$ cat src/rtl/fsm_pulse_counter.sv
// Counts qualifying data samples up to a run-time target and emits a one-cycle flag pulse.
// Optional macro FSM_EDGE_COUNT_EN switches from level counting to rising-edge counting.
module fsm_pulse_counter #(
  parameter int unsigned CNT_W = 4,
  parameter int unsigned MODE  = 0
) (
  input  logic             clk,
  input  logic             rst,
  input  logic             data,
  input  logic             en,
  input  logic             clr,
  input  logic [CNT_W-1:0] target,
  output logic             flag,
  output logic [CNT_W-1:0] cnt,
  output logic             done
);

  typedef enum logic {StCount, StDone} state_e;

  state_e           state_q, state_d;
  logic [CNT_W-1:0] cnt_q, cnt_d;
  logic             flag_q, flag_d;
  logic             q;
  logic             term;
  logic             target_nz;
  logic [CNT_W:0]   cnt_inc;

`ifdef FSM_EDGE_COUNT_EN
  logic data_d;

  // Previous data sample, tracked regardless of en/clr so edges stay aligned.
  always_ff @(posedge clk or negedge rst) begin
    if (!rst) begin
      data_d <= 1'b0;
    end else begin
      data_d <= data;
    end
  end

  assign q = en & data & ~data_d;
`else
  assign q = en & data;
`endif

  assign target_nz = |target;
  // One extra bit so cnt = 2^CNT_W-1 cannot overflow the compare.
  assign cnt_inc   = {1'b0, cnt_q} + {{CNT_W{1'b0}}, 1'b1};
  assign term      = q & target_nz & (cnt_inc >= {1'b0, target});

  always_ff @(posedge clk or negedge rst) begin
    if (!rst) begin
      state_q <= StCount;
      cnt_q   <= '0;
      flag_q  <= 1'b0;
    end else begin
      state_q <= state_d;
      cnt_q   <= cnt_d;
      flag_q  <= flag_d;
    end
  end

  always_comb begin
    state_d = state_q;
    cnt_d   = cnt_q;
    flag_d  = 1'b0;
    unique case (state_q)
      StCount: begin
        if (clr) begin
          cnt_d = '0;
        end else if (term) begin
          flag_d = 1'b1;
          if (MODE == 1) begin
            cnt_d   = target;
            state_d = StDone;
          end else begin
            cnt_d = '0;
          end
        end else if (q && target_nz) begin
          cnt_d = cnt_inc[CNT_W-1:0];
        end
      end
      StDone: begin
        if (clr) begin
          cnt_d   = '0;
          state_d = StCount;
        end
      end
      default: begin
        state_d = StCount;
        cnt_d   = '0;
      end
    endcase
  end

  always_comb begin
    flag = flag_q;
    cnt  = cnt_q;
    done = (MODE == 1) && (state_q == StDone);
  end

endmodule

$ cat config.mk
export PLATFORM = sky130hd
export DESIGN_NAME = fsm_pulse_counter
export DESIGN_NICKNAME = d
export VERILOG_FILES = /design/src/rtl/fsm_pulse_counter.sv
export SDC_FILE = /design/constraint.sdc
export NUM_CORES = 1
export LEC_CHECK = 0
export CAP_MARGIN = 20
export CORE_AREA = 5 5 42 44
export DETAILED_ROUTE_END_ITERATION = 8
export DIE_AREA = 0 0 47 49
export PLACE_DENSITY_LB_ADDON = 0.08
export SETUP_SLACK_MARGIN = 0.1
export SYNTH_ARGS = -nofsm -noshare
export SYNTH_HDL_FRONTEND = slang
export SYNTH_SLANG_ARGS = --single-unit
$ cat constraint.sdc
create_clock -name clk -period 4.2 [get_ports clk]
set_clock_uncertainty 0.05 [all_clocks]
set_input_delay 1.26 -clock clk [delete_from_list [all_inputs] [get_ports clk]]
set_output_delay 1.26 -clock clk [all_outputs]
set_load 0.01 [all_outputs]
==> flow_metrics.env <==
export IMPL_synth_cell_type_count=24
export IMPL_fin_area_um2=602
export IMPL_rr_startpoint="cnt[0]$_DFFE_PN0P_"
export IMPL_status="completed"
export IMPL_hpwl_um=807
export IMPL_use_met3=0.0111
export IMPL_netlist_area_um2=437
export IMPL_hold_viol=0
export IMPL_overflow=0
export IMPL_tritoncts="done"
export IMPL_worst_slack_ns=1.39
export IMPL_period_share=0.670
export IMPL_whs_ns=0.501
export IMPL_grt_pass1_vias=392
export IMPL_worstHoldPathType="reg -> reg"
export IMPL_drv_cap=0
export IMPL_drcViolationCount=0
export IMPL_clk_pin_slew_worst_paths_ns=0.04
export IMPL_drt_iter0_markers=5
export IMPL_drt_wl_total_um=933
export IMPL_reg2reg_to="cnt[0]$_DFFE_PN0P_"
export IMPL_clock_latency_ns=0.24
export IMPL_insertedDiodeCount=0
export IMPL_ios=15
export IMPL_crit_required_ns=4.30
export IMPL_r2r_slack_ns=2.16
export IMPL_drive_gt1_frac=0.0833
export IMPL_cts_resized=0
export IMPL_critPathKind="in -> reg"
export IMPL_top_usage_layer="met2"
export IMPL_p_leak_nw=0.270
export IMPL_ctsRootBufferMaster="clkbuf_4"
export IMPL_worst_ep_arrival_time_ns=2.91
export IMPL_yosys_warnings=0
export IMPL_fp_dieArea_um2=2300
export IMPL_numClockSinks=6
export IMPL_coreArea_um2=1400
export IMPL_cts_max_path_buffers=2
export IMPL_drtPass1Iterations=3
export IMPL_hold_end="state_q$_DFF_PN0_"
export IMPL_die_x_um=47
export IMPL_io_buffers=13
export IMPL_nNetsFinal=76
export IMPL_crit_fanout=4
export IMPL_cp_start_kind="input pin"
export IMPL_synth_seq_cells=6
export IMPL_syn_inst=45
export IMPL_globalplace_congestion=0.664
export IMPL_cts_max_level=1
export IMPL_avgSynthCellArea_um2=9.70
export IMPL_cts_setup_buffers=0
export IMPL_end_kind="flip-flop"
export IMPL_grtUsageMet2=0.161
export IMPL_vias_per_cell=4.79
export IMPL_rr_worst_depth=6
export IMPL_rows=14
export IMPL_grt_max_degree=7
export IMPL_grtUsageTotal=0.0964
export IMPL_use_met1=0.105
export IMPL_routedWlPerCell_um=12.3
export IMPL_area_growth_pct=37.8
export IMPL_tns_ns=0
export IMPL_finalSetupViolations=0
export IMPL_slew_viol_final=0
export IMPL_irDropWorstVdd_mv=0.120
export IMPL_grt_antenna_before_repair=0
export IMPL_num_vias=364
export IMPL_report_power_total_mw=0.143
export IMPL_post_dp_cell_area_um2=579
export IMPL_grt_pass1_wl_mm=1.57
export IMPL_holdCritStartpoint="state_q$_DFF_PN0_"
export IMPL_cts_hold_buf=0
export IMPL_dp_slack_ns=1.13
export IMPL_fmax_ghz=0.356
export IMPL_start_util=0.312
export IMPL_syn_nets=59
export IMPL_drtAntennaViolNets=0
export IMPL_fin_crit_ns=2.81
export IMPL_cts_buffers=3
export IMPL_die_height_um=49
export IMPL_rsz0062_at_grt="false"
export IMPL_ys_seq_area_frac=0.344
export IMPL_hold_depth=1
export IMPL_powerDensity_nw_per_um2=238
cell usage in the layout, fill, tap and decap left out:
master,synthesis,final
nand2b_1,2,2
o21ai_0,2,2
inv_1,5,5
nor3_1,1,1
clkbuf_4,0,3
nor2_1,3,3
nand2_1,2,2
nand2b_4,1,1
dfrtp_1,6,6
conb_1,1,1
clkdlybuf4s50_1,0,13
and2_1,1,1
nor2b_1,1,1
nand3_1,2,2
o21a_1,1,1
o22ai_1,1,1
xnor2_1,1,1
o2111ai_1,1,1
a31oi_1,1,1
xor2_1,1,1
a2111oi_4,1,1
ha_1,5,5
o2bb2ai_1,2,2
nor4_1,2,2
o211ai_1,1,1
per-layer routing:
metal  routed length [um]  up-vias
met5                    0        -
met1                  382      164
met3                   45        0
met4                    0        0
li1                     -      192
met2                  505        8
power breakdown:
group / switching [mW] / internal [mW] / leakage (nW)
Clock: 0.0177 / 0.0321 / 0.0138
Sequential: 0.00181 / 0.0593 / 0.0831
Combinational: 0.0135 / 0.0186 / 0.173
Total: 0.0329 / 0.110 / 0.270
worst max-delay path by stage:
stage / startpoint / endpoint / slack (ns) / cells past startpoint
floorplan: target[0] / flag$_DFF_PN0_ / 1.69 / 5
global placement: target[0] / cnt[2]$_DFFE_PN0P_ / 1.12 / 6
detailed placement: target[0] / cnt[0]$_DFFE_PN0P_ / 1.13 / 6
CTS: target[0] / cnt[0]$_DFFE_PN0P_ / 1.38 / 6
global route: target[0] / cnt[0]$_DFFE_PN0P_ / 1.26 / 6
finish: target[0] / cnt[0]$_DFFE_PN0P_ / 1.39 / 6
flip-flops by register name (all words and copies together), names as in the netlist:
| name | cells |
|---|---|
| cnt | 4 |
| flag | 1 |
| state_q | 1 |
metrics by stage:
step,util,cells
2_1_floorplan,-,45
3_3_place_gp,0.413,73
3_5_place_dp,0.413,73
4_1_cts,0.429,76
5_1_grt,0.429,76
6_report,0.429,76
logic make-up (layout without fill, tap and decap cells):
logic type,count (synthesis),in the layout,share of synthesized area
fa+ha+maj,5,5,0.143
other cells,1,1,0.00859
compound gates,10,10,0.209
xor+xnor,2,2,0.0401
buf+inv,6,21,0.0602
simple gates,15,15,0.195
flops,6,6,0.344
critical path, cell delays in order:
cell	delay, ns
clkdlybuf4s50_1	0.43
ha_1	0.30
nand2b_4	0.14
a2111oi_4	0.39
o211ai_1	0.19
o22ai_1	0.20
layout make-up:
type / instances / area, um^2
fillers: 147 / 800
multi-input cells: 33 / 260
flip-flops and latches: 6 / 150
repair buffers: 13 / 130
clock buffers: 3 / 22.5
well taps: 16 / 20.0
inverters: 5 / 18.8
cells in the mapped netlist (all sizes together):
cell type	count	area (um^2)
o22ai	1	6.26
nor3	1	5.00
nand3	2	10.0
a31oi	1	6.26
xor2	1	8.76
nor2b	1	6.26
o2111ai	1	8.76
o211ai	1	7.51
ha	5	62.6
nor4	2	12.5
and2	1	6.26
dfrtp	6	150
inv	5	18.8
buf	1	7.51
nor2	3	11.3
a2111oi	1	27.5
o2bb2ai	2	17.5
o21ai	2	10.0
o21a	1	7.51
nand2	2	7.51
conb	1	3.75
nand2b	3	26.3
xnor2	1	8.76
(Power assumes the default switching activity.)
